`src/rtl/wb_retire_stage_pkg.sv`:
```
// rtl/wb_retire_stage_pkg.sv - shared types and defaults for the multi-lane write-back/retire stage
package wb_retire_stage_pkg;

  localparam int LANES_DEFAULT       = 2;
  localparam int TRACE_DEPTH_DEFAULT = 4;

  // One instruction slot as held in the WB stage register
  typedef struct packed {
    logic [31:0] pc;
    logic        we;
    logic [3:0]  strobe;
    logic [4:0]  addr;
    logic [31:0] data;
    logic        exc;
    logic [4:0]  exc_code;
  } WBLaneData;

  // One debug trace record, in retire order
  typedef struct packed {
    logic [31:0] pc;
    logic [3:0]  wen;
    logic [4:0]  addr;
    logic [31:0] data;
  } TraceEntry;

  // Register-file write port image for one lane
  typedef struct packed {
    logic        we;
    logic [4:0]  addr;
    logic [3:0]  strobe;
    logic [31:0] data;
  } RFWrite;

  typedef RFWrite [LANES_DEFAULT-1:0] WBRetireToRFData;

  // Trace byte enable: writes to $0 and non-writing lanes are traced with no bytes enabled
  function automatic logic [3:0] trace_wen(input logic we, input logic [4:0] addr,
                                           input logic [3:0] strobe);
    return (we && (addr != 5'd0)) ? strobe : 4'h0;
  endfunction

endpackage

```
`src/rtl/wb_retire_stage_if.sv`:
```
// rtl/wb_retire_stage_if.sv - IO-to-WB bundle handshake interface
interface wb_retire_stage_if #(
  parameter int LANES = 2
);

  logic                   io_valid;
  logic [LANES-1:0]       io_lane_valid;
  logic [LANES-1:0][31:0] io_pc;
  logic [LANES-1:0]       io_we;
  logic [LANES-1:0][3:0]  io_strobe;
  logic [LANES-1:0][4:0]  io_addr;
  logic [LANES-1:0][31:0] io_data;
  logic [LANES-1:0]       io_exc;
  logic [LANES-1:0][4:0]  io_exc_code;
  logic                   wb_allow_in;

  modport master (
    output io_valid, io_lane_valid, io_pc, io_we, io_strobe, io_addr, io_data,
           io_exc, io_exc_code,
    input  wb_allow_in
  );

  modport slave (
    input  io_valid, io_lane_valid, io_pc, io_we, io_strobe, io_addr, io_data,
           io_exc, io_exc_code,
    output wb_allow_in
  );

endinterface

```
`src/rtl/wb_retire_stage_trace_fifo.sv`:
```
// rtl/wb_retire_stage_trace_fifo.sv - multi-push single-pop trace FIFO
module wb_retire_stage_trace_fifo
  import wb_retire_stage_pkg::*;
#(
  parameter int LANES = 2,
  parameter int DEPTH = 4,
  parameter int CW    = 3
) (
  input  logic                  clock,
  input  logic                  reset,
  input  logic [LANES-1:0]      i_push_valid,
  input  TraceEntry [LANES-1:0] i_push_data,
  output logic                  o_pop_valid,
  output TraceEntry             o_head,
  output logic [CW-1:0]         o_count
);

  localparam int PW = (DEPTH > 1) ? $clog2(DEPTH) : 1;

  TraceEntry               r_mem [DEPTH];
  logic [PW-1:0]           r_wr_ptr;
  logic [PW-1:0]           r_rd_ptr;
  logic [CW-1:0]           r_count;
  logic [LANES-1:0][PW-1:0] w_wr_idx;
  int                      w_push_n;

  assign o_pop_valid = (r_count != '0);
  assign o_head      = r_mem[r_rd_ptr];
  assign o_count     = r_count;

  // Compact the pushing lanes into consecutive slots, lowest lane first
  always_comb begin
    w_push_n = 0;
    w_wr_idx = '0;
    for (int i = 0; i < LANES; i++) begin
      w_wr_idx[i] = PW'((int'(r_wr_ptr) + w_push_n) % DEPTH);
      if (i_push_valid[i]) begin
        w_push_n = w_push_n + 1;
      end
    end
  end

  // Storage write; contents are qualified by the pointers so no reset is needed
  always_ff @(posedge clock) begin
    for (int i = 0; i < LANES; i++) begin
      if (i_push_valid[i] && !reset) begin
        r_mem[w_wr_idx[i]] <= i_push_data[i];
      end
    end
  end

  // Pointer and occupancy bookkeeping; the head pops every cycle the FIFO is non-empty
  always_ff @(posedge clock) begin
    if (reset) begin
      r_wr_ptr <= '0;
      r_rd_ptr <= '0;
      r_count  <= '0;
    end else begin
      r_wr_ptr <= PW'((int'(r_wr_ptr) + w_push_n) % DEPTH);
      if (o_pop_valid) begin
        r_rd_ptr <= PW'((int'(r_rd_ptr) + 1) % DEPTH);
      end
      r_count <= CW'(int'(r_count) + w_push_n - (o_pop_valid ? 1 : 0));
    end
  end

endmodule

```
`src/rtl/wb_retire_stage.sv`:
```
// rtl/wb_retire_stage.sv - multi-lane write-back/retire stage with exception kill and debug trace
module wb_retire_stage
  import wb_retire_stage_pkg::*;
#(
  parameter int LANES       = LANES_DEFAULT,
  parameter int TRACE_DEPTH = TRACE_DEPTH_DEFAULT
) (
  input  logic                   clock,
  input  logic                   reset,
  wb_retire_stage_if.slave       io,
  output logic [LANES-1:0]       rf_we,
  output logic [LANES-1:0][4:0]  rf_addr,
  output logic [LANES-1:0][3:0]  rf_strobe,
  output logic [LANES-1:0][31:0] rf_data,
  output logic                   exc_valid,
  output logic [31:0]            exc_pc,
  output logic [4:0]             exc_code,
  output logic [31:0]            debug_pc,
  output logic [3:0]             debug_wen,
  output logic [4:0]             debug_waddr,
  output logic [31:0]            debug_wdata
);

  localparam int CW = $clog2(TRACE_DEPTH + 1);

  if ((LANES < 1) || (TRACE_DEPTH < LANES)) begin : g_bad_params
    $error("wb_retire_stage: need LANES >= 1 and TRACE_DEPTH >= LANES");
  end

  logic                  r_wb_valid;
  logic [LANES-1:0]      r_lane_valid;
  WBLaneData [LANES-1:0] r_lane;

  logic [CW-1:0]         w_count;
  logic                  w_ready_go;
  logic                  w_allow_in;
  logic                  w_commit;
  logic                  w_exc_hit;
  logic                  w_exc_valid;
  logic [31:0]           w_exc_pc;
  logic [4:0]            w_exc_code;
  logic [LANES-1:0]      w_killed;
  logic [LANES-1:0]      w_push_valid;
  TraceEntry [LANES-1:0] w_push_data;
  logic                  w_pop;
  TraceEntry             w_head;

  // Registered count only: a same-cycle pop is not credited, so a full bundle always fits
  assign w_ready_go      = (TRACE_DEPTH - int'(w_count)) >= LANES;
  assign w_allow_in      = !r_wb_valid || w_ready_go;
  assign io.wb_allow_in  = w_allow_in;
  assign w_commit        = r_wb_valid && w_ready_go && !reset;
  assign w_exc_valid     = w_commit && w_exc_hit;
  assign exc_valid       = w_exc_valid;
  assign exc_pc          = w_exc_pc;
  assign exc_code        = w_exc_code;

  // Stage register; an exception commit flushes the stage and drops whatever IO offers alongside it
  always_ff @(posedge clock) begin
    if (reset) begin
      r_wb_valid   <= 1'b0;
      r_lane_valid <= '0;
      r_lane       <= '0;
    end else if (w_exc_valid) begin
      r_wb_valid <= 1'b0;
    end else if (w_allow_in) begin
      r_wb_valid <= io.io_valid;
      if (io.io_valid) begin
        r_lane_valid <= io.io_lane_valid;
        for (int i = 0; i < LANES; i++) begin
          r_lane[i].pc       <= io.io_pc[i];
          r_lane[i].we       <= io.io_we[i];
          r_lane[i].strobe   <= io.io_strobe[i];
          r_lane[i].addr     <= io.io_addr[i];
          r_lane[i].data     <= io.io_data[i];
          r_lane[i].exc      <= io.io_exc[i];
          r_lane[i].exc_code <= io.io_exc_code[i];
        end
      end
    end
  end

  // Lowest excepting lane selects the CP0 report and kills itself and every lane above it
  always_comb begin
    w_exc_hit  = 1'b0;
    w_exc_pc   = '0;
    w_exc_code = '0;
    w_killed   = '0;
    for (int i = 0; i < LANES; i++) begin
      if (!w_exc_hit && r_lane_valid[i] && r_lane[i].exc) begin
        w_exc_hit  = 1'b1;
        w_exc_pc   = r_lane[i].pc;
        w_exc_code = r_lane[i].exc_code;
      end
      w_killed[i] = w_exc_hit;
    end
  end

  // Per-lane RF writes and trace pushes for surviving lanes; $0 writes never reach the RF
  always_comb begin
    for (int i = 0; i < LANES; i++) begin
      w_push_valid[i]     = w_commit && r_lane_valid[i] && !w_killed[i];
      w_push_data[i].pc   = r_lane[i].pc;
      w_push_data[i].wen  = trace_wen(r_lane[i].we, r_lane[i].addr, r_lane[i].strobe);
      w_push_data[i].addr = r_lane[i].addr;
      w_push_data[i].data = r_lane[i].data;
      rf_we[i]            = w_push_valid[i] && r_lane[i].we && (r_lane[i].addr != 5'd0);
      rf_addr[i]          = r_lane[i].addr;
      rf_strobe[i]        = r_lane[i].strobe;
      rf_data[i]          = r_lane[i].data;
    end
  end

  wb_retire_stage_trace_fifo #(
    .LANES (LANES),
    .DEPTH (TRACE_DEPTH),
    .CW    (CW)
  ) u_trace_fifo (
    .clock        (clock),
    .reset        (reset),
    .i_push_valid (w_push_valid),
    .i_push_data  (w_push_data),
    .o_pop_valid  (w_pop),
    .o_head       (w_head),
    .o_count      (w_count)
  );

  // Debug trace port: load the FIFO head when one pops, otherwise hold with no bytes enabled
  always_ff @(posedge clock) begin
    if (reset) begin
      debug_pc    <= '0;
      debug_wen   <= '0;
      debug_waddr <= '0;
      debug_wdata <= '0;
    end else if (w_pop) begin
      debug_pc    <= w_head.pc;
      debug_wen   <= w_head.wen;
      debug_waddr <= w_head.addr;
      debug_wdata <= w_head.data;
    end else begin
      debug_wen <= 4'h0;
    end
  end

endmodule
```
`src/flat_wrapper.sv`:
```
// flat-port wrapper written by rule: the top's interface ports become plain ports
module wb_retire_stage_flat import wb_retire_stage_pkg::*;
#(
  parameter int LANES       = LANES_DEFAULT,
  parameter int TRACE_DEPTH = TRACE_DEPTH_DEFAULT
)
  (clock, reset, rf_we, rf_addr, rf_strobe, rf_data, exc_valid, exc_pc, exc_code, debug_pc, debug_wen, debug_waddr, debug_wdata, io_io_valid, io_io_lane_valid, io_io_pc, io_io_we, io_io_strobe, io_io_addr, io_io_data, io_io_exc, io_io_exc_code, io_wb_allow_in);
  wb_retire_stage_if #(.LANES(LANES)) io_i ();
  input  logic clock;
  input  logic reset;
  output logic [LANES-1:0] rf_we;
  output logic [LANES-1:0][4:0] rf_addr;
  output logic [LANES-1:0][3:0] rf_strobe;
  output logic [LANES-1:0][31:0] rf_data;
  output logic exc_valid;
  output logic [31:0] exc_pc;
  output logic [4:0] exc_code;
  output logic [31:0] debug_pc;
  output logic [3:0] debug_wen;
  output logic [4:0] debug_waddr;
  output logic [31:0] debug_wdata;
  input wire logic [$bits(io_i.io_valid)-1:0] io_io_valid;
  input wire logic [$bits(io_i.io_lane_valid)-1:0] io_io_lane_valid;
  input wire logic [$bits(io_i.io_pc)-1:0] io_io_pc;
  input wire logic [$bits(io_i.io_we)-1:0] io_io_we;
  input wire logic [$bits(io_i.io_strobe)-1:0] io_io_strobe;
  input wire logic [$bits(io_i.io_addr)-1:0] io_io_addr;
  input wire logic [$bits(io_i.io_data)-1:0] io_io_data;
  input wire logic [$bits(io_i.io_exc)-1:0] io_io_exc;
  input wire logic [$bits(io_i.io_exc_code)-1:0] io_io_exc_code;
  output wire logic [$bits(io_i.wb_allow_in)-1:0] io_wb_allow_in;
  assign io_i.io_valid = io_io_valid;
  assign io_i.io_lane_valid = io_io_lane_valid;
  assign io_i.io_pc = io_io_pc;
  assign io_i.io_we = io_io_we;
  assign io_i.io_strobe = io_io_strobe;
  assign io_i.io_addr = io_io_addr;
  assign io_i.io_data = io_io_data;
  assign io_i.io_exc = io_io_exc;
  assign io_i.io_exc_code = io_io_exc_code;
  assign io_wb_allow_in = io_i.wb_allow_in;
  wb_retire_stage #(.LANES(LANES), .TRACE_DEPTH(TRACE_DEPTH)) u_core (.clock(clock), .reset(reset), .io(io_i), .rf_we(rf_we), .rf_addr(rf_addr), .rf_strobe(rf_strobe), .rf_data(rf_data), .exc_valid(exc_valid), .exc_pc(exc_pc), .exc_code(exc_code), .debug_pc(debug_pc), .debug_wen(debug_wen), .debug_waddr(debug_waddr), .debug_wdata(debug_wdata));
endmodule
```
`config.mk`:
```
export PLATFORM = sky130hd
export DESIGN_NAME = wb_retire_stage_flat
export DESIGN_NICKNAME = d
export VERILOG_FILES = /design/src/rtl/wb_retire_stage_pkg.sv /design/src/rtl/wb_retire_stage_if.sv /design/src/rtl/wb_retire_stage_trace_fifo.sv /design/src/rtl/wb_retire_stage.sv /design/src/flat_wrapper.sv
export SDC_FILE = /design/constraint.sdc
export NUM_CORES = 1
export LEC_CHECK = 0
export ABC_AREA = 1
export CORE_MARGIN = 2
export CORE_UTILIZATION = 28
export CTS_CLUSTER_SIZE = 14
export DETAILED_ROUTE_END_ITERATION = 8
export SLEW_MARGIN = 10
export SYNTH_ARGS = -nofsm -noshare
export SYNTH_HDL_FRONTEND = slang
export SYNTH_SLANG_ARGS = --single-unit
export TNS_END_PERCENT = 100
```
`constraint.sdc`:
```
create_clock -name clock -period 5.2 [get_ports clock]
set_input_delay 0.78 -clock clock [delete_from_list [all_inputs] [get_ports clock]]
set_output_delay 0.78 -clock clock [all_outputs]
set_load 0.05 [all_outputs]
```
==> Word-level counts from Yosys, hierarchy flattened <==
Memories as Yosys holds them, arrays and structs flattened. A register that Yosys moved wholly into a read port is not among the register bits.
Index checks and enable logic that the tools add are counted.
{ "op_classes": {"add_sub_neg": 7, "n_mux": 17, "multipliers": 0, "magnitude_cmp": 1, "eq_ne": 0, "div_mod_pow": 0, "bitwise_logic": 2, "n_reduce_logical": 29, "shifts": 0} }
{ "op_table": {"columns": ["op", "count"], "rows": [
  ["32-bit 2-to-1 mux", 2],
  ["32-bit by 3-bit >= comparator with 1-bit output (second input constant)", 1],
  ["1-bit logical AND", 18],
  ["5-bit 2-to-1 mux", 2],
  ["5-bit nonzero test", 2],
  ["1-bit 2-to-1 mux", 8],
  ["4-bit 2-to-1 mux", 2],
  ["2-bit adder", 2],
  ["1-bit zero test", 4],
  ["2-bit 2-to-1 mux", 2],
  ["2-bit OR reduction", 2],
  ["3-bit by 3-bit subtractor with 4-bit output (first input constant)", 1],
  ["3-bit adder", 1],
  ["3-bit 2-to-1 mux", 1],
  ["3-bit AND reduction", 1],
  ["3-bit nonzero test", 1],
  ["3-bit by 2-bit subtractor with 3-bit output", 1],
  ["1-bit by 1-bit adder with 2-bit output (second input constant)", 1],
  ["2-bit by 1-bit adder with 2-bit output (second input constant)", 1],
  ["1-bit inverter", 2],
  ["1-bit logical OR", 1]
]} }
{ "word_totals": {"latchBits": 0, "mem_bits_ro": 0, "regBits": 243, "mem_bits_rw": 292, "in_bits": 165, "memories": 1, "wordCells": 80, "output_inout_bits": 196} }
{ "mem_list": {"columns": ["memory", "depth", "width", "read_ports", "rd_clocked_by_memory_dff", "write_ports", "line", "rtl"], "rows": [
  ["u_core.u_trace_fifo.r_mem", 4, 73, 1, 1, 2, "wb_retire_stage_trace_fifo.sv:20", "TraceEntry r_mem [DEPTH];"]
]} }

==> Longest topological paths before layout <==
Gate-level depths: netlist (run 1).
{ "logic_depth": {"depth_word": 11, "depth_mapped": 16, "depth_no_buf": 16} }

==> Cells and area by module <==
A second synthesis (run 1) with hierarchy kept.
{ "hier_totals": {"hier_cells": 3539, "hier_area_um2": 27198.6} }
{ "modules_own_cells": {"columns": ["mod", "cells_each", "instances", "area_per_inst_um2", "seq_area_each_um2"], "rows": [
  ["wb_retire_stage_trace_fifo", 1906, 1, 16210.5, 8948.6],
  ["wb_retire_stage", 1633, 1, 10988.0, 4724.5]
]} }

==> Worst setup path before layout (run 1) <==
OpenSTA, ideal clock, no wires.
{ "synth_path": {"path_kind": "reg2reg", "from": "reg u_core.u_trace_fifo.r_count[0], in the netlist u_core.u_trace_fifo.o_count[0]", "to": "mem u_core.u_trace_fifo.r_mem[0][0] (netlist bit) (enable)", "setup_slack_ns": 0.752, "path_stages_with_launch": 13, "setup_ns": 0.749, "n_path_buf": 1, "synth_period_minus_slack_ns": 4.448, "arrival_time_ns": 3.699, "cell_sequence": "dfxtp_1 inv_1 ha_1 ha_1 nand2_1 nand3_2 nor3_1 ha_1 xor2_1 inv_1 nand3_2 clkbuf_1 nand2_1"} }
{ "synth_rtl": {"columns": ["element", "line", "rtl"], "rows": [
  ["from (decl)", "wb_retire_stage_trace_fifo.sv:23", "logic [CW-1:0] r_count;"],
  ["from (signal assigned)", "wb_retire_stage_trace_fifo.sv:63", "r_count <= CW'(int'(r_count) + w_push_n - (o_pop_valid ? 1 : 0));"],
  ["to (decl)", "wb_retire_stage_trace_fifo.sv:20", null]
]} }

==> Worst setup path after layout (run 1) <==
{ "layout_path": {"from": "reg u_core.r_lane[5] (netlist bit)", "to": "out exc_pc[5]"} }
{ "layout_via": {"elab_chain_len": 6, "word_cells_on_any_way": 7, "classes_between": "mux (3); reduce/logical (4)"} }
{ "layout_rtl": {"columns": ["element", "line", "rtl"], "rows": [
  ["from (decl)", "wb_retire_stage.sv:32", "WBLaneData [LANES-1:0] r_lane;"],
  ["1-bit logical AND (*)", "wb_retire_stage.sv:90", "if (!w_exc_hit && r_lane_valid[i] && r_lane[i].exc) begin"],
  ["1-bit 2-to-1 mux", "wb_retire_stage.sv:90", null],
  ["1-bit zero test", "wb_retire_stage.sv:90", null],
  ["1-bit logical AND (2 in series)", "wb_retire_stage.sv:90", null],
  ["32-bit 2-to-1 mux (*)", "wb_retire_stage.sv:90", null],
  ["to (decl)", "flat_wrapper.sv:16", "output logic [31:0] exc_pc;"]
]} }
Every way passes the cells marked *; elsewhere a longest branch is shown, timed or not.

==> results.tsv, run 1 <==
stage	metric	value	unit
status	status	complete, no violations	
worst_setup_path	worstPathRequired	4420	ps
worst_setup_path	crit_fanout	21	
pwr	p_sw_share	40.4	%
pwr	p_comb_share	36.0	%
routing	avgRoutedWirePerCell	18.0	µm
routing	routed_wl	81.4	mm
placed_design	placed_cells_incl_taps	4395	
layout	area_growth	24.3	%
sta	finClkSkew	25.1	ps
global_routing	grt_max_degree	147	
yosys	synth_common_cells	nor2_1 (628), o21ai_0 (493), nand2_1 (474)	
sta	fin_setup_tns	0	ps
global_routing	antenna_found_initial	5	
worst_setup_path	critPathSlowestCell	clkdlybuf4s50_1	
clock_network	cts_buffer_depth	3	
clock_network	numCtsBuffers	61	
job	cap_violations	0	
die	fp.dieW	304	µm
clock_network	cts_setup_buffers	0	
yosys	syn_avg_cell_area	8.04	µm²
worst_setup_path	slowest_delay	890	ps
global_routing	grt-ovfl-total	0	
clock_network	htreeDepth	2	
pwr	internal_power	9.51	mW
layout	final_nets	3468	
yosys	ys_warn_count	0	
yosys	synth_top_cell_area_share	34.9	%
yosys	synthAdderAreaFrac	0.528	%
yosys	yosys.area_share.simple	21.0	%
clock_network	hold_buffers	0	
sta	finalSetupViolCount	0	
clock_network	insertion_delay	620	ps
pwr	ir_worst_vdd	0.359	mV
clock_network	cts_root_buf	clkbuf_16	
yosys	synth_edf_count	292	
yosys	synth_top_family_by_area	simple AND/OR/NAND/NOR gates	
sta	finalCritPeriodShare	82.9	%
pwr	p_leak	12.6	nW
yosys	synth_cell_types	29	
yosys	ys_async_sr_fraction	0	%
worst_setup_path	crit_chain	nand2_1, nand3_2, buf_4, o21ai_0, clkdlybuf4s50_1	
placed_design	dpl.hpwl	52.4	mm
layout	design_area	0.0313	mm²
sta	slew_viol_final	0	
yosys	synth_ff_type	edfxtp_1	
pwr	p_sw	6.43	mW
die	fp.dieH	304	µm
worst_setup_path	start_kind	flip-flop	
placed_design	io_buffer_count	360	
worst_setup_path	crit_type	reg2out	
yosys	synth_area_leader_cell	edfxtp_1	
layout	final_cells	4514	
routing	vias	20865	
die	die_area	0.0922	mm²
yosys	synth-compound-area-share	12.9	%
pwr	power_frac_seq	36.2	%
sta	fin_crit	4310	ps
worst_hold_path	hold_path.class	reg2reg	
sta	worst_slew_pin_slew	1020	ps
die	initial_core_util	28.4	%
clock_network	path_clk_slew	60	ps
placed_design	place_congestion	0.785	
yosys	syn_nets	3303	
yosys	synth.most_common_cell	nor2_1	
pwr	p_clk_share	27.8	%
sta	finalHoldViolations	0	
yosys	synthCells	3128	
sta	relSlewSlack	32.0	%
global_routing	grt_pass1_wl	123	mm
placed_design	placed_area	0.0292	mm²
routing	post_drt_via_cell_ratio	4.62	
worst_setup_path	cp.arrival	3530	ps
global_routing	grt_usage	17.2	%
die	io-pin-count	361	
worst_setup_path	end_kind	output pin	
die	rows	109	
clock_network	cts.sinks	537	
routing	first_iter_violations	1424	
pwr	power	15.9	mW
yosys	synthXorXnorAreaFrac	0.139	%
sta	timing.hold.ws	462	ps
clock_network	ctsResizeCount	0	
routing	drt_first_pass_iters	6	
pwr	p_per_area	510	mW/mm²
yosys	synth.top_cells.by_area	edfxtp_1 (35%), dfxtp_1 (20%), o21ai_0 (9.8%)	
sta	fmax	232	MHz
die	design.core.area	0.0886	mm²
routing	drc_errors	0	
yosys	netlist_area	0.0251	mm²
yosys	ys_ff_latch	537	
routing	ant_nets	0	
sta	grt_setup_unrepaired	no	
yosys	yosysSeqAreaShare	54.4	%
yosys	synth_mux_area_share	0	%
global_routing	grt_pass1_vias	19616	
layout	drive_gt1_share	5.02	%
clock_network	cts_tree	done	
## cells in the final DEF, fill, tap and decap left out, drive strengths merged, types with 23 or more instances in the layout
cell type / n
nand3: 209
clkdlybuf4s50: 359
buf: 39
nand2: 474
nor2: 632
o22ai: 69
edfxtp: 292
dfxtp: 245
inv: 335
o21ai: 549
clkbuf: 79
clkinv: 23
## power groups by stage
stage | Sequential (mW) | Clock, mW | Combinational (mW)
floorplan | 6.59 | 0 | 3.01
global placement | 5.86 | 0 | 5.74
detailed placement | 5.88 | 0 | 5.78
CTS | 5.79 | 4.54 | 5.80
global route | 5.86 | 4.70 | 6.29
finish | 5.77 | 4.44 | 5.74
## metal layers
metal	vias up	track usage, %	wire length [µm]
met5	-	0	27
met3	119	2.61	4210
li1	10432	-	-
met2	543	28.6	38400
met1	9767	22.5	35900
met4	4	6.46	2830
## cell type report
cell class	count	area, µm²
Antenna cell	4	10.0
Clock buffer	79	1700
Clock inverter	36	369
Fill cell	9072	57400
Inverter	333	1260
Multi-Input combinational cell	1962	8760
Sequential cell	537	13700
Tap cell	1165	1460
Timing Repair Buffer	398	4010
## registers in the layout, summed over array words and instances (netlist names), 5 cells and up, named ones only
signal	cells
u_core.rf_addr	10
u_core.r_lane	78
u_core.debug_wdata	32
u_core.rf_data	64
u_core.debug_pc	32
u_core.debug_waddr	5
u_core.u_trace_fifo.r_mem	292
u_core.rf_strobe	8
## logic make-up (layout without fill, tap and decap cells)
logic type	after synthesis	after routing
and+or+nand+nor	1320	1320
buffers and inverters	629	846
AOI/OAI and AO/OA	628	628
DFF	537	537
adders and majority gates	10	10
xor gates and xnor gates	4	4
other	0	4
## stage by stage
stage	worst slack [ps]	utilization [%]
floorplan	752	-
CTS	826	35.2
detailed placement	995	32.9
global route	759	35.2
global placement	1080	32.9
finish	891	35.3
## worst max-delay path: cells and delay by family, from the launching register on
kind | cells | cell delay (ps)
buffers and inverters | 2 | 1320
flip-flops | 1 | 510
AND/OR/NAND/NOR | 2 | 650
AO/OA/AOI/OAI | 1 | 420
## worst paths after layout
path                                                       from                                to  slack [ps]  cells past startpoint
worst max register to register   u_core.u_trace_fifo.o_count[0]  u_core.u_trace_fifo.r_mem[3][56]        1110                     11
worst min register to register  u_core.u_trace_fifo.r_rd_ptr[1]                         flip-flop         460                      2
worst max-delay path                           u_core.r_lane[5]                         exc_pc[5]         890                      5
worst min-delay path            u_core.u_trace_fifo.r_rd_ptr[1]                         flip-flop         460                      2
(Power assumes the default switching activity.)
==> run 2: changes to the inputs <==
- clock period: 5.2 -> 4.05 ns (I/O delays scaled with it)
==> results.tsv, run 2 (synthesis results as in run 1) <==
stage	metric	value	unit	change
status	status	complete, no violations		unchanged
sta	finalHoldViolations	0		unchanged
worst_setup_path	reg2reg_depth	13		was 11
worst_setup_path	slowest_delay	890	ps	about the same
sta	grt_setup_unrepaired	no		unchanged
pwr	power	20.4	mW	was 15.9 mW
routing	vias	20970		was 20865
sta	fin_crit	3700	ps	
sta	fmax	270	MHz	
clock_network	cts_root_buf	clkbuf_16		unchanged
worst_setup_path	r2r_slack	480	ps	was 1110 ps
placed_design	placed_cells_incl_taps	4400		was 4395
global_routing	grt_pass1_wl	126	mm	was 123 mm
routing	first_iter_violations	1750		was 1424
placed_design	dpl.hpwl	51.4	mm	was 52.4 mm
worst_setup_path	critPathSlowestCell	clkdlybuf4s50_1		unchanged
clock_network	cts_tree	done		unchanged
pwr	ir_worst_vdd	0.366	mV	was 0.359 mV
layout	design_area	0.0313	mm²	about the same
routing	drc_errors	0		unchanged
layout	fin_util	35.3	%	about the same
sta	fin_setup_tns	0	ps	unchanged
worst_hold_path	hold_depth	4		was 2
clock_network	cts_buffer_depth	3		unchanged
sta	finClkSkew	25.7	ps	was 25.1 ps
worst_hold_path	hold_start	reset		was u_core.u_trace_fifo.r_rd_ptr[1]
layout	final_common_cell	nor2_1		unchanged
worst_setup_path	end_kind	output pin		unchanged
worst_hold_path	holdPathEnd	u_core.r_lane[47]		
layout	area_growth	24.4	%	was 24.3%
layout	final_cells	4515		was 4514
global_routing	grt-ovfl-total	0		unchanged
layout	fillers	9207		was 9072
die	fp.dieH	304	µm	unchanged
worst_setup_path	crit_chain	nand2_1, nand3_2, buf_4, o21ai_0, clkdlybuf4s50_1		unchanged
die	design.core.area	0.0886	mm²	unchanged
worst_setup_path	crit_fanout	12		was 21
clock_network	numCtsBuffers	60		was 61
pwr	p_leak	12.6	nW	about the same
clock_network	cts.sinks	537		unchanged
clock_network	insertion_delay	630	ps	was 620 ps
worst_hold_path	hold_path.class	in2reg		was reg2reg
routing	drt_first_pass_iters	5		was 6
routing	post_drt_via_cell_ratio	4.64		was 4.62
die	io-pin-count	361		unchanged
die	die_area	0.0922	mm²	unchanged
sta	timing.hold.ws	454	ps	was 462 ps
routing	routed_wl	83.0	mm	was 81.4 mm
layout	final_nets	3472		was 3468
sta	finalCritPeriodShare	91.4	%	
global_routing	antenna_found_initial	3		was 5
die	rows	109		unchanged
worst_setup_path	path_buf_inv	2		unchanged
die	initial_core_util	28.4	%	unchanged
layout	drive_gt1_share	5.23	%	was 5.02%
clock_network	htreeDepth	2		unchanged
routing	avgRoutedWirePerCell	18.4	µm	was 18.0 µm
global_routing	grt_pass1_vias	20056		was 19616
worst_setup_path	path_delay_family	buffers and inverters		unchanged
global_routing	grt_usage	17.6	%	was 17.2%
clock_network	path_clk_slew	60	ps	about the same
sta	relSlewSlack	27.5	%	was 32.0%
placed_design	io_buffer_count	360		unchanged
die	fp.dieW	304	µm	unchanged
placed_design	place_congestion	0.785		about the same
job	cap_violations	0		unchanged
clock_network	ctsResizeCount	0		unchanged
routing	ant_nets	0		unchanged
clock_network	hold_buffers	0		unchanged
sta	worst_slew_pin_slew	1090	ps	was 1020 ps
global_routing	grt_max_degree	147		unchanged
sta	finalSetupViolCount	0		unchanged
worst_setup_path	start_kind	flip-flop		unchanged
pwr	p_per_area	651	mW/mm²	was 510 mW/mm²
worst_setup_path	crit_type	reg2out		unchanged
layout	largest_register_ff_count	292		unchanged
placed_design	pre_cts_ws	597	ps	was 995 ps
worst_setup_path	r2r_end	u_core.u_trace_fifo.r_mem[1][66]		was u_core.u_trace_fifo.r_mem[3][56]
sta	setup_ws	350	ps	was 891 ps
worst_setup_path	worstPathRequired	3440	ps	was 4420 ps
worst_setup_path	cp.arrival	3090	ps	was 3530 ps
sta	slew_viol_final	0		unchanged
placed_design	placed_area	0.0292	mm²	about the same
worst_setup_path	regToRegStartpoint	u_core.u_trace_fifo.o_count[0]		unchanged
clock_network	cts_setup_buffers	0		unchanged
layout	layout_common_cells	nor2_1 (628), o21ai_0 (493), nand2_1 (470), clkdlybuf4s50_1 (354), inv_1 (327)		was nor2_1 (628), o21ai_0 (493), nand2_1 (470), clkdlybuf4s50_1 (359), inv_1 (327)
==> run 2: how the worst max path moves through the flow <==
stage / startpoint / endpoint / slack [ps] / cells after the start
2_1_floorplan: u_core.u_trace_fifo.o_count[0] / u_core.u_trace_fifo.r_mem[0][0] / 330 / 12
3_3_place_gp: u_core.u_trace_fifo.o_count[0] / u_core.u_trace_fifo.r_mem[0][21] / 640 / 13
3_5_place_dp: u_core.u_trace_fifo.o_count[0] / u_core.u_trace_fifo.r_mem[1][24] / 600 / 13
5_1_grt: u_core.u_trace_fifo.o_count[0] / rf_we[0] / 190 / 8
4_1_cts: u_core.r_lane_valid[0] / exc_pc[25] / 220 / 5
6_report: u_core.r_lane_valid[0] / exc_pc[25] / 350 / 5
==> run 2: final cells by class <==
cell class | count | area (µm²) | area share [%]
Sequential cell | 537 | 13700 | 43.7
Multi-Input combinational cell | 1962 | 8760 | 28.0
Timing Repair Buffer | 403 | 4090 | 13.1
Clock buffer | 89 | 1820 | 5.80
Tap cell | 1165 | 1460 | 4.66
Inverter | 333 | 1260 | 4.02
Clock inverter | 24 | 209 | 0.668
Antenna cell | 2 | 5.00 | 0.0160
==> run 2: layer usage <==
metal	GRT usage (%)	vias to the layer above	wire, µm
met5	0	-	13
met4	4.93	2	2060
met3	2.56	94	4330
met2	30.7	541	40500
met1	22.7	9905	36100
li1	-	10428	-
==> run 2: tightest hold or removal path, stage by stage <==
cell and delay [ps]:
buf_4 130, inv_6 140, nand2_1 110, nor2_1 30
==> run 2: power by group <==
| part | leakage (nW) | internal (mW) | switching, mW |
|---|---|---|---|
| Sequential | 4.69 | 6.62 | 0.719 |
| Combinational | 6.97 | 2.27 | 5.20 |
| Clock | 0.992 | 3.23 | 2.32 |
==> run 3: changes to the inputs <==
- CTS_BUF_LIST: not set -> sky130_fd_sc_hd__clkbuf_4
- HOLD_SLACK_MARGIN: not set -> 0.1
==> results.tsv, run 3 (synthesis results as in run 1) <==
stage	metric	value	unit	change
layout	final_common_cell	nor2_1		unchanged
pwr	internal_power	11.8	mW	was 12.1 mW
global_routing	grt-ovfl-total	0		unchanged
global_routing	grt_max_degree	147		unchanged
pwr	p_clk_share	26.4	%	was 27.3%
layout	final_nets	3575		was 3472
sta	timing.hold.ws	253	ps	was 454 ps
clock_network	insertion_delay	1010	ps	was 630 ps
routing	ant_nets	0		unchanged
sta	worst_slew_pin_slew	1120	ps	was 1090 ps
global_routing	grt_pass1_wl	128	mm	was 126 mm
routing	post_drt_via_cell_ratio	4.62		was 4.64
sta	fin_setup_tns	0	ps	unchanged
worst_setup_path	crit_chain	inv_1, ha_1, ha_4, nand2_1, nand3_2, nor4_1, buf_4, dlygate4sd2_1		was nand2_1, nand3_2, buf_4, o21ai_0, clkdlybuf4s50_1
pwr	power_frac_seq	36.4	%	was 36.0%
placed_design	place_congestion	0.785		unchanged
pwr	p_comb_share	37.1	%	was 36.7%
pwr	p_sw_share	41.6	%	was 40.5%
global_routing	antenna_found_initial	7		was 3
die	initial_core_util	28.4	%	unchanged
job	cap_violations	0		unchanged
clock_network	cts_root_buf	clkbuf_4		was clkbuf_16
routing	drc_errors	0		unchanged
clock_network	cts_setup_buffers	0		unchanged
clock_network	cts.sinks	537		unchanged
pwr	p_leak	13.0	nW	was 12.6 nW
worst_setup_path	start_kind	flip-flop		unchanged
clock_network	cts_buffer_depth	3		unchanged
sta	relSlewSlack	25.6	%	was 27.5%
layout	largest_register_ff_count	292		unchanged
pwr	p_sw	8.37	mW	was 8.25 mW
routing	avgRoutedWirePerCell	17.9	µm	was 18.4 µm
worst_setup_path	end_kind	output pin		unchanged
die	die_area	0.0922	mm²	unchanged
routing	vias	21724		was 20970
layout	drive_gt1_share	9.32	%	was 5.23%
die	design.core.area	0.0886	mm²	unchanged
clock_network	htreeDepth	4		was 2
status	status	complete, no violations		unchanged
clock_network	cts_tree	done		unchanged
worst_setup_path	worstPathRequired	3440	ps	about the same
global_routing	grt_usage	18.0	%	was 17.6%
placed_design	io_buffer_count	360		unchanged
sta	grt_setup_unrepaired	no		unchanged
pwr	ir_worst_vdd	0.393	mV	was 0.366 mV
sta	finClkSkew	66.4	ps	was 25.7 ps
die	fp.dieH	304	µm	unchanged
sta	finalSetupViolCount	0		unchanged
global_routing	grt_pass1_vias	20963		was 20056
worst_setup_path	cp.arrival	3150	ps	was 3090 ps
placed_design	dpl.hpwl	51.4	mm	unchanged
die	rows	109		unchanged
worst_setup_path	critPathSlowestCell	dlygate4sd2_1		was clkdlybuf4s50_1
worst_setup_path	crit_type	reg2out		unchanged
worst_setup_path	slowest_delay	520	ps	was 890 ps
worst_hold_path	hold_path.class	in2reg		unchanged
layout	layout_common_cells	nor2_1 (628), o21ai_0 (490), nand2_1 (470), clkdlybuf4s50_1 (338), inv_1 (327)		was nor2_1 (628), o21ai_0 (493), nand2_1 (470), clkdlybuf4s50_1 (354), inv_1 (327)
pwr	p_per_area	640	mW/mm²	was 651 mW/mm²
clock_network	numCtsBuffers	152		was 60
sta	fmax	266	MHz	was 270 MHz
sta	fin_crit	3760	ps	was 3700 ps
layout	area_growth	25.1	%	was 24.4%
routing	drt_first_pass_iters	5		unchanged
routing	first_iter_violations	1755		was 1750
sta	finalHoldViolations	0		unchanged
sta	slew_viol_final	0		unchanged
sta	finalCritPeriodShare	92.8	%	was 91.4%
clock_network	path_clk_slew	70	ps	was 60 ps
worst_setup_path	crit_fanout	5		was 12
die	io-pin-count	361		unchanged
routing	routed_wl	84.1	mm	was 83.0 mm
die	fp.dieW	304	µm	unchanged
[run 3: worst max-delay path: cells and delay by family, from the launching register on]
family        cells  cell delay [ps]
fa+ha+maj         2              440
buf+inv           3              800
flops             1              370
simple gates      3              540
[run 3: timing repair]
action / 4_1_cts / 5_1_grt
endpoints found under the hold margin: 50 / 0
endpoints found under the setup margin: 22 / 0
hold buffers: 11 / 0
gates resized for setup: 20 / 0
[run 3: final cells by class]
type,instances,area [µm²]
multi-input cells,1962,8770
repair buffers,414,4180
flip-flops and latches,537,13700
fillers,9298,57200
clock inverters,46,294
well taps,1165,1460
clock buffers,237,1780
inverters,333,1260
diodes,9,22.5
[run 3: power by group through the flow]
stage	Combinational (mW)	Sequential, mW	Clock [mW]
global placement	7.46	7.45	0
CTS	7.56	7.35	5.47
finish	7.47	7.33	5.32
detailed placement	7.54	7.47	0
floorplan	3.87	8.46	0
global route	8.22	7.44	5.74
[run 3: stage by stage]
step	instance area [µm²]	cells	utilization [%]	total power, mW	setup slack, ps
4_1_cts	31400	4694	35.4	20.4	105
2_1_floorplan	25100	3128	-	12.3	327
3_3_place_gp	29200	4400	33.0	14.9	644
5_1_grt	31400	4701	35.5	21.4	5.19
6_report	31400	4703	35.5	20.1	290
3_5_place_dp	29200	4400	33.0	15.0	597
[run 3: path summary, 6_finish.rpt]
path                              startpoint                                to  slack (ps)  cells after the start
max           u_core.u_trace_fifo.o_count[0]                          rf_we[0]         290                      8
min                          io_io_strobe[7]               u_core.rf_strobe[7]         250                      5
max reg2reg   u_core.u_trace_fifo.o_count[0]  u_core.u_trace_fifo.r_mem[1][61]         490                     13
min reg2reg  u_core.u_trace_fifo.r_rd_ptr[1]                         flip-flop         470                      2
[run 3: routing by layer]
metal	vias to the layer above	share of wire [%]	GRT usage, %
li1	10755	-	-
met1	10106	42	22.3
met2	702	47	29.7
met3	161	6.4	3.73
met4	0	3.9	9.29
met5	-	0	0
